File: config.mk
export PLATFORM = sky130hd
export DESIGN_NAME = apb_arb_n
export DESIGN_NICKNAME = d
export VERILOG_FILES = /design/src/rtl/apb_arb_n.sv
export SDC_FILE = /design/constraint.sdc
export NUM_CORES = 1
export LEC_CHECK = 0
export ABC_AREA = 1
export BUFFER_PORTS_ARGS = -buffer_cell sky130_fd_sc_hd__buf_4
export CORE_MARGIN = 5
export CORE_UTILIZATION = 36
export CTS_CLUSTER_DIAMETER = 100
export DETAILED_ROUTE_END_ITERATION = 16
export MAX_ROUTING_LAYER = met4
export SLEW_MARGIN = 20
export SYNTH_ARGS = -nofsm -noshare
export SYNTH_HDL_FRONTEND = slang
export SYNTH_SLANG_ARGS = --single-unit
export TNS_END_PERCENT = 30
File: constraint.sdc
create_clock -name clk -period 2.03 [get_ports clk]
set_input_delay 0 -clock clk [delete_from_list [all_inputs] [get_ports clk]]
set_output_delay 0 -clock clk [all_outputs]
set_load 0.05 [all_outputs]
File: src/rtl/apb_arb_n.sv
// rtl/apb_arb_n.sv - APB-configured N-channel arbiter with IDLE/GRANT/REL handshake
// Optional feature macro: APB_ARB_GNT_CNT_EN (per-channel saturating grant counters at 0x40+4*ch)
module apb_arb_n #(
  parameter int NUM_CH   = 4,
  parameter int HOLD_RST = 8
) (
  input  logic              clk,
  input  logic              rst,
  input  logic              PSEL,
  input  logic              PENABLE,
  input  logic              PWRITE,
  input  logic [7:0]        PADDR,
  input  logic [7:0]        PWDATA,
  output logic [7:0]        PRDATA,
  output logic              PREADY,
  output logic              PSLVERR,
  input  logic [NUM_CH-1:0] req,
  output logic [NUM_CH-1:0] gnt
);

  localparam int IW = (NUM_CH > 1) ? $clog2(NUM_CH) : 1;
  localparam logic [7:0] NUM_CH8 = 8'(NUM_CH);

  typedef enum logic [1:0] {IDLE, GRANT, REL} state_t;

  state_t            state;
  logic              bypass;
  logic [NUM_CH-1:0] swreq;
  logic [2:0]        prio;
  logic [2:0]        mode;
  logic [7:0]        hold_max;
  logic [7:0]        hold_cnt;
  logic [IW-1:0]     rr_ptr;
  logic [IW-1:0]     gidx;

  logic [NUM_CH-1:0] ereq;
  logic [IW-1:0]     win;
  logic              found;
  logic [IW-1:0]     rr_idx;
  logic              access;
  logic              hit;
  logic              bad_wr;
  logic              wr_en;
  logic [7:0]        rd_mux;
  logic [7:0]        swreq_ext;
  logic              new_grant;

`ifdef APB_ARB_GNT_CNT_EN
  logic [7:0]        gcnt [NUM_CH];
`endif

  assign ereq      = bypass ? swreq : req;
  assign new_grant = (state == IDLE) && (|ereq);

  // Winner selection; only consumed in IDLE, so config written mid-grant takes effect at the next arbitration
  always_comb begin
    win    = '0;
    found  = 1'b0;
    rr_idx = '0;
    case (mode)
      3'd0: begin
        for (int i = 0; i < NUM_CH; i++) begin
          if (!found && ereq[i]) begin
            win   = IW'(i);
            found = 1'b1;
          end
        end
      end
      3'd1: begin
        for (int i = NUM_CH - 1; i >= 0; i--) begin
          if (!found && ereq[i]) begin
            win   = IW'(i);
            found = 1'b1;
          end
        end
      end
      3'd2: begin
        for (int i = 0; i < NUM_CH; i++) begin
          if (ereq[i] && (prio == 3'(i))) begin
            win   = IW'(i);
            found = 1'b1;
          end
        end
        for (int i = 0; i < NUM_CH; i++) begin
          if (!found && ereq[i]) begin
            win   = IW'(i);
            found = 1'b1;
          end
        end
      end
      default: begin
        for (int k = 0; k < NUM_CH; k++) begin
          rr_idx = IW'((int'(rr_ptr) + 1 + k) % NUM_CH);
          if (!found && ereq[rr_idx]) begin
            win   = rr_idx;
            found = 1'b1;
          end
        end
      end
    endcase
  end

  // APB decode: read mux, error detection and write qualification
  always_comb begin
    access    = PSEL & PENABLE;
    PREADY    = 1'b1;
    hit       = 1'b1;
    bad_wr    = 1'b0;
    rd_mux    = 8'h00;
    swreq_ext = 8'h00;
    swreq_ext[NUM_CH-1:0] = swreq;
    case (PADDR)
      8'h10: rd_mux = {7'b0, bypass};
      8'h14: rd_mux = swreq_ext;
      8'h18: begin
        rd_mux = {5'b0, prio};
        bad_wr = PWRITE && (PWDATA >= NUM_CH8);
      end
      8'h1C: rd_mux = {5'b0, mode};
      8'h20: begin
        rd_mux = swreq_ext & 8'h00;
        rd_mux[NUM_CH-1:0] = gnt;
        bad_wr = PWRITE;
      end
      8'h24: rd_mux = hold_max;
      default: begin
        hit = 1'b0;
`ifdef APB_ARB_GNT_CNT_EN
        for (int ch = 0; ch < NUM_CH; ch++) begin
          if (PADDR == 8'(64 + 4 * ch)) begin
            hit    = 1'b1;
            rd_mux = gcnt[ch];
          end
        end
`endif
      end
    endcase
    PSLVERR = access & (~hit | bad_wr);
    PRDATA  = access ? rd_mux : 8'h00;
    wr_en   = access & PWRITE & ~PSLVERR;
  end

  // Configuration registers; reset takes priority over a coincident write
  always_ff @(posedge clk) begin
    if (rst) begin
      bypass   <= 1'b0;
      swreq    <= '0;
      prio     <= 3'd0;
      mode     <= 3'b100;
      hold_max <= 8'(HOLD_RST);
    end else if (wr_en) begin
      case (PADDR)
        8'h10:   bypass   <= PWDATA[0];
        8'h14:   swreq    <= PWDATA[NUM_CH-1:0];
        8'h18:   prio     <= PWDATA[2:0];
        8'h1C:   mode     <= PWDATA[2:0];
        8'h24:   hold_max <= PWDATA;
        default: ;
      endcase
    end
  end

  // Arbitration FSM with registered one-hot grant and hold counter
  always_ff @(posedge clk) begin
    if (rst) begin
      state    <= IDLE;
      gnt      <= '0;
      gidx     <= '0;
      rr_ptr   <= IW'(NUM_CH - 1);
      hold_cnt <= 8'd0;
    end else begin
      case (state)
        IDLE: begin
          if (|ereq) begin
            state    <= GRANT;
            gnt      <= {{(NUM_CH-1){1'b0}}, 1'b1} << win;
            gidx     <= win;
            rr_ptr   <= win;
            hold_cnt <= 8'd1;
          end
        end
        GRANT: begin
          // >= so that lowering HOLD_MAX below the running count still releases
          if (!ereq[gidx] || ((hold_max != 8'd0) && (hold_cnt >= hold_max))) begin
            state    <= REL;
            gnt      <= '0;
            hold_cnt <= 8'd0;
          end else if (hold_cnt != 8'hFF) begin
            hold_cnt <= hold_cnt + 8'd1;
          end
        end
        REL: begin
          state <= IDLE;
        end
        default: begin
          state <= IDLE;
          gnt   <= '0;
        end
      endcase
    end
  end

`ifdef APB_ARB_GNT_CNT_EN
  // Saturating per-channel grant counters; a write to a counter clears it
  always_ff @(posedge clk) begin
    for (int ch = 0; ch < NUM_CH; ch++) begin
      if (rst) begin
        gcnt[ch] <= 8'd0;
      end else if (wr_en && (PADDR == 8'(64 + 4 * ch))) begin
        gcnt[ch] <= 8'd0;
      end else if (new_grant && (win == IW'(ch)) && (gcnt[ch] != 8'hFF)) begin
        gcnt[ch] <= gcnt[ch] + 8'd1;
      end
    end
  end
`endif

endmodule

==> results of run 1 <==
==> through the flow <==
| stage | cells | TNS, ns | area [um2] | hold WS (ns) | worst slack (ns) |
|---|---|---|---|---|---|
| floorplan | 404 | 0 | 2597 | 0.1349 | 0.3375 |
| detailed placement | 538 | 0 | 2998 | 0.2471 | 0.1595 |
| finish | 555 | 0 | 3247 | 0.1687 | 0.1246 |
| CTS | 555 | 0 | 3204 | 0.1661 | 0.1149 |
| global route | 555 | -0.04210 | 3247 | 0.1952 | -0.02057 |
| global placement | 538 | 0 | 2998 | 0.2458 | 0.1904 |
==> power breakdown <==
part / switching [mW] / total, mW / internal [mW]
registers: 0.103 / 0.909 / 0.806
clock network: 0.273 / 0.674 / 0.401
logic: 0.616 / 0.936 / 0.320
==> critical path, stage by stage <==
cell and delay [ns]:
dlygate4sd3_1 0.55, buf_4 0.14, nor4_1 0.33, nand3_1 0.16, a21oi_2 0.24, nand4_1 0.27
nor2_4 0.23, o21ai_0 0.11, nor2_1 0.11
==> cell usage after synthesis, types with 4 or more instances <==
| cell type | count |
|---|---|
| o211ai_1 | 5 |
| nor3_1 | 11 |
| inv_1 | 52 |
| nand2_1 | 109 |
| nand2_4 | 8 |
| nor2_1 | 32 |
| inv_2 | 4 |
| o21ai_0 | 21 |
| nand3_1 | 35 |
| a21oi_1 | 29 |
| ha_1 | 9 |
| dfxtp_1 | 37 |
| nand4_1 | 13 |
==> timing repair <==
action | 4_1_cts | 5_1_grt
resized for setup | 0 | 16
hold buffers | 9 | 0
endpoints found under the hold margin | 16 | 0
endpoints found under the setup margin | 0 | 19
setup buffers | 0 | 0
==> worst max-delay path by stage <==
stage               cells past startpoint   startpoint     endpoint  slack, ns
CTS                                    13  hold_max[3]  hold_cnt[5]       0.11
floorplan                               8     PADDR[1]    PRDATA[3]       0.34
global placement                       13  hold_max[5]  hold_cnt[5]       0.19
global route                           13  hold_max[7]  hold_cnt[3]      -0.02
detailed placement                     13  hold_max[3]  hold_cnt[5]       0.16
finish                                  9    PWDATA[4]  hold_max[4]       0.12
==> metal layers <==
layer	up-vias	track usage [%]	share of wire, %
met4	0	4.567	1.0
met3	9	3.108	4.5
met5	-	-	0
li1	1438	-	-
met2	59	27.95	46
met1	1245	22.77	49
==> cell type report <==
type / count / area [um2]
fillers: 794 / 3890
multi-input cells: 305 / 1654
flip-flops and latches: 37 / 748.2
repair buffers: 49 / 390.4
inverters: 57 / 214.0
well taps: 99 / 123.9
clock buffers: 7 / 86.33
clock inverters: 1 / 30.03
==> layout by cell type (no fill, tap or decap), drive strengths merged, types with 3 or more instances in the layout <==
| master | synthesis | layout |
|---|---|---|
| o211ai | 5 | 5 |
| buf | 2 | 40 |
| nor2 | 37 | 37 |
| or2 | 3 | 3 |
| nand4 | 13 | 13 |
| nand3 | 36 | 36 |
| o21ai | 23 | 23 |
| nor3 | 14 | 14 |
| ha | 9 | 9 |
| clkbuf | 3 | 7 |
| a21oi | 30 | 30 |
| inv | 56 | 56 |
| nand2 | 118 | 118 |
| dlygate4sd3 | 0 | 9 |
| dfxtp | 37 | 37 |
| o22ai | 3 | 3 |
| nor4 | 3 | 3 |
==> cell families after synthesis <==
kind of cell	share of synthesized area [%]
AOI/OAI and AO/OA	14.45
DFF	28.52
xor gates and xnor gates	0.6745
adders and majority gates	4.335
buffers and inverters	9.152
other	0.1444
and+or+nand+nor	42.73
==> state kept, by name, indices dropped and copies added (netlist names) <==
name and count:
rr_ptr 2, hold_cnt 8, swreq 4, bypass 1, gidx 2, prio 3
hold_max 8, gnt 4, state 2, mode 3
==> metrics.cfg, run 1 <==
[synthesis]
netlist_top_cells_area = dfxtp_1 29%, nand2_1 16%, inv_1 7.5%
syn-cell-area_um2 = 2597
synthCells = 404
synthesis.nets = 438
ys_types = 41
async_flop_share_pct = 0
avgSynthCellArea_um2 = 6.429
ys.warnings.count = 0
ys_ff_latch = 37
synth_top_flop_cell = dfxtp_1
synth_top_cell_by_area = dfxtp_1
synth-edff-count = 0
ys_seq_area_share_pct = 28.52
netlist.area_leader.share_pct = 28.52

[hold_path]
holdPathEnd = bypass
hold_class = primary input to flop
hold_depth = 5
worstHoldStart = PADDR[2]

[layout]
drive_gt1_share_pct = 18.86
layout.nets = 489
num_antenna_cells = 0
syn_to_final_growth_pct = 25.00
post-route-util_pct = 45.49

[power_and_ir_drop]
vdd_ir_drop_max_v = 0.0003727
power_mw = 2.519
p_leak_nw = 1.637
power_density_nw_per_um2 = 775.9

[worst_setup_path]
ff2ff_setup_slack_ns = 0.17
cp-start-kind = primary input
critPathKind = primary input to flop
worst-path-max-fanout = 7
ff2ff_path_depth = 13
end_kind = flop
crit_required_ns = 2.27
cp.arrival_ns = 2.14
r2r-end = hold_cnt[7]
r2r-start = hold_max[7]

[timing]
rsz0062_at_grt = true
worstMarginPinSlew_ns = 0.6321
fin_crit_sh_pct = 93.86
maxSlewHeadroom_pct = 57.60
max_freq_mhz = 524.8
skew_ns = 0.01114
setup_viol = 0
final_hold_viol_count = 0
period_needed_ns = 1.905
maxSlewViolCount = 0

[routing]
drt_first_pass_iters = 4
finalWirelength_um = 7232
wire_per_inst_um = 13.03
ant_nets = 0
avgViaCountPerCell = 4.957
drtIter0Drc = 117
vias = 2751
drc = 0

[global_route]
antenna_found_initial = 0
grt_usage_pct = 17.48
grt_start_max_net_pins = 20
grt_pass1_wl_um = 12160
grt_pass1_vias = 2653
gr-total-overflow = 0

[clock_network]
htreeDepth = 2
cts_buffer_depth = 2
numCtsBuffers = 5
tritoncts = done
clk_pin_slew_ns = 0.08
clock_latency_ns = 0.30
root_buffer = clkbuf_8
cts_sinks = 37

[place]
portBuffers = 37
place.gp.congestion = 0.8961
place_hpwl_um = 5688

[die]
start_util_pct = 36.40
ioPinCount = 39
die_h_um = 94.94
die_width_um = 94.94
design.core.area_um2 = 7137
dieArea_um2 = 9014
rows = 31

[run_status]
status = completed

[job]
maxCapViolCount = 0

Power figures use the tool's default switching activity.
==> run 2, diff against run 1 <==
Clock period 2.03 ns to 1.9 ns, I/O delays scaled along.
==> run 2 against run 1 <==
Die area unchanged. Clock-buffer cell count is the same. Flip-flop and latch count did not move. Sequential share of layout area shrank 1.3 points. Sequential power increased by 7.2%. Register-to-register slack lost 0.10 ns. Via count increased by 4.0%. Cell count up 2.0%. Power grew 11%. Clock skew shrank 0.0024 ns. Critical endpoint unchanged.
==> metrics.cfg, run 2 (synthesis gave the netlist of run 1 again) <==
[run_status]
status = completed

[die]
die_h_um = 94.94
rows = 31
ioPinCount = 39
design.core.area_um2 = 7137
start_util_pct = 36.40
die_width_um = 94.94
dieArea_um2 = 9014

[worst_setup_path]
cp.arrival_ns = 2.07
crit_required_ns = 2.12
end_kind = flop
worst-path-max-fanout = 7
critPathKind = primary input to flop
cp-start-kind = primary input

[timing]
skew_ns = 0.008767
worstMarginPinSlew_ns = 0.6327
max_freq_mhz = 542.7
period_needed_ns = 1.843
maxSlewHeadroom_pct = 57.56
fin_crit_sh_pct = 96.99
maxSlewViolCount = 0
final_hold_viol_count = 0
whs_ns = 0.1731
rsz0062_at_grt = true
setup_viol = 0

[power_and_ir_drop]
netSwitchingFraction_pct = 38.87
p_int_mw = 1.713
clkPwrFrac_pct = 25.4
power_mw = 2.803
combPwrFrac_pct = 39.8
power_density_nw_per_um2 = 803.4
p_leak_nw = 1.721
pwr-share-seq_pct = 34.7
vdd_ir_drop_max_v = 0.0004689
switchingPower_mw = 1.089

[layout]
post-route-util_pct = 48.88
biggestRegsByFlops = hold_cnt: 8 flops, hold_max: 8 flops
drive_gt1_share_pct = 26.55
syn_to_final_growth_pct = 34.30
final_cell_mix = 101 x nand2_1, 50 x buf_4, 47 x inv_1
layout.nets = 500
final_common_cell = nand2_1
num_antenna_cells = 0
fill_cells = 751

[global_route]
gr-total-overflow = 0
antenna_found_initial = 0
grt_pass1_wl_um = 11650
grt_usage_pct = 16.83
grt_pass1_vias = 2565
grt_start_max_net_pins = 20

[hold_path]
hold_class = primary input to flop

[place]
place.gp.congestion = 0.8969
portBuffers = 37
place_hpwl_um = 5610

[clock_network]
htreeDepth = 2
numCtsBuffers = 5
tritoncts = done
clk_pin_slew_ns = 0.08
cts_buffer_depth = 2
cts_sinks = 37
root_buffer = clkbuf_8
clock_latency_ns = 0.29

[routing]
finalWirelength_um = 7404
ant_nets = 0
avgViaCountPerCell = 5.053
drt_first_pass_iters = 4
vias = 2860
drc = 0
drtIter0Drc = 161
wire_per_inst_um = 13.08

[job]
maxCapViolCount = 0

[run 2: changes by cell type in the layout (fill, tap and decap cells not counted), sizes merged]
cell / before / now
buf: 40 / 51
[run 2: final timing paths]
kind | cells past startpoint | from | end | slack [ns]
hold / removal | 5 | PADDR[3] | bypass | 0.17
setup reg to reg | 13 | hold_cnt[3] | hold_cnt[5] | 0.07
setup / recovery | 10 | PWDATA[5] | hold_max[4] | 0.06
hold reg to reg | 2 | hold_max[3] | hold_max[3] | 0.51
[run 2: what timing repair did]
item	CTS	global route
endpoints found under the hold margin	9	1
hold buffers	8	1
setup buffers	0	5
endpoints found under the setup margin	0	24
gates resized for setup	0	51
[run 2: stage by stage]
stage	setup WS, ns	area (um2)	std cells	TNS, ns
floorplan	0.2075	2597	404	0
global route	-0.1044	3488	566	-0.6110
finish	0.05727	3488	566	0
detailed placement	0.02205	3043	544	0
CTS	0.001346	3239	560	0
global placement	0.07605	3043	544	0
[run 2: power by group through the flow]
stage / Sequential [mW] / Clock [mW] / Combinational [mW]
floorplan: 1.04 / 0 / 0.636
global placement: 0.976 / 0 / 0.980
detailed placement: 0.974 / 0 / 0.984
CTS: 0.956 / 0.724 / 1.00
global route: 0.985 / 0.765 / 1.26
finish: 0.974 / 0.712 / 1.12
[run 2: layout make-up]
type	count	area, um2	share of cell area [%]
Clock inverter	1	30.03	0.8608
Clock buffer	7	86.33	2.475
Tap cell	99	123.9	3.551
Sequential cell	37	757.0	21.70
Inverter	57	216.5	6.205
Timing Repair Buffer	60	476.7	13.67
Multi-Input combinational cell	305	1798	51.54
[run 2: per-layer routing]
| metal | global-route usage, % | share of wire, % |
|---|---|---|
| met1 | 22.35 | 47 |
| met2 | 26.07 | 47 |
| met3 | 3.984 | 4.8 |
| met4 | 3.606 | 1.5 |
| met5 | - | 0 |
[run 2: worst max-delay path, stage by stage]
cell	delay, ns
dlygate4sd3_1	0.54
buf_4	0.14
nor4_1	0.33
nand3_1	0.17
a21oi_2	0.25
nand4_1	0.12
buf_4	0.17
nor2_4	0.14
o21ai_0	0.09
nor2_1	0.12
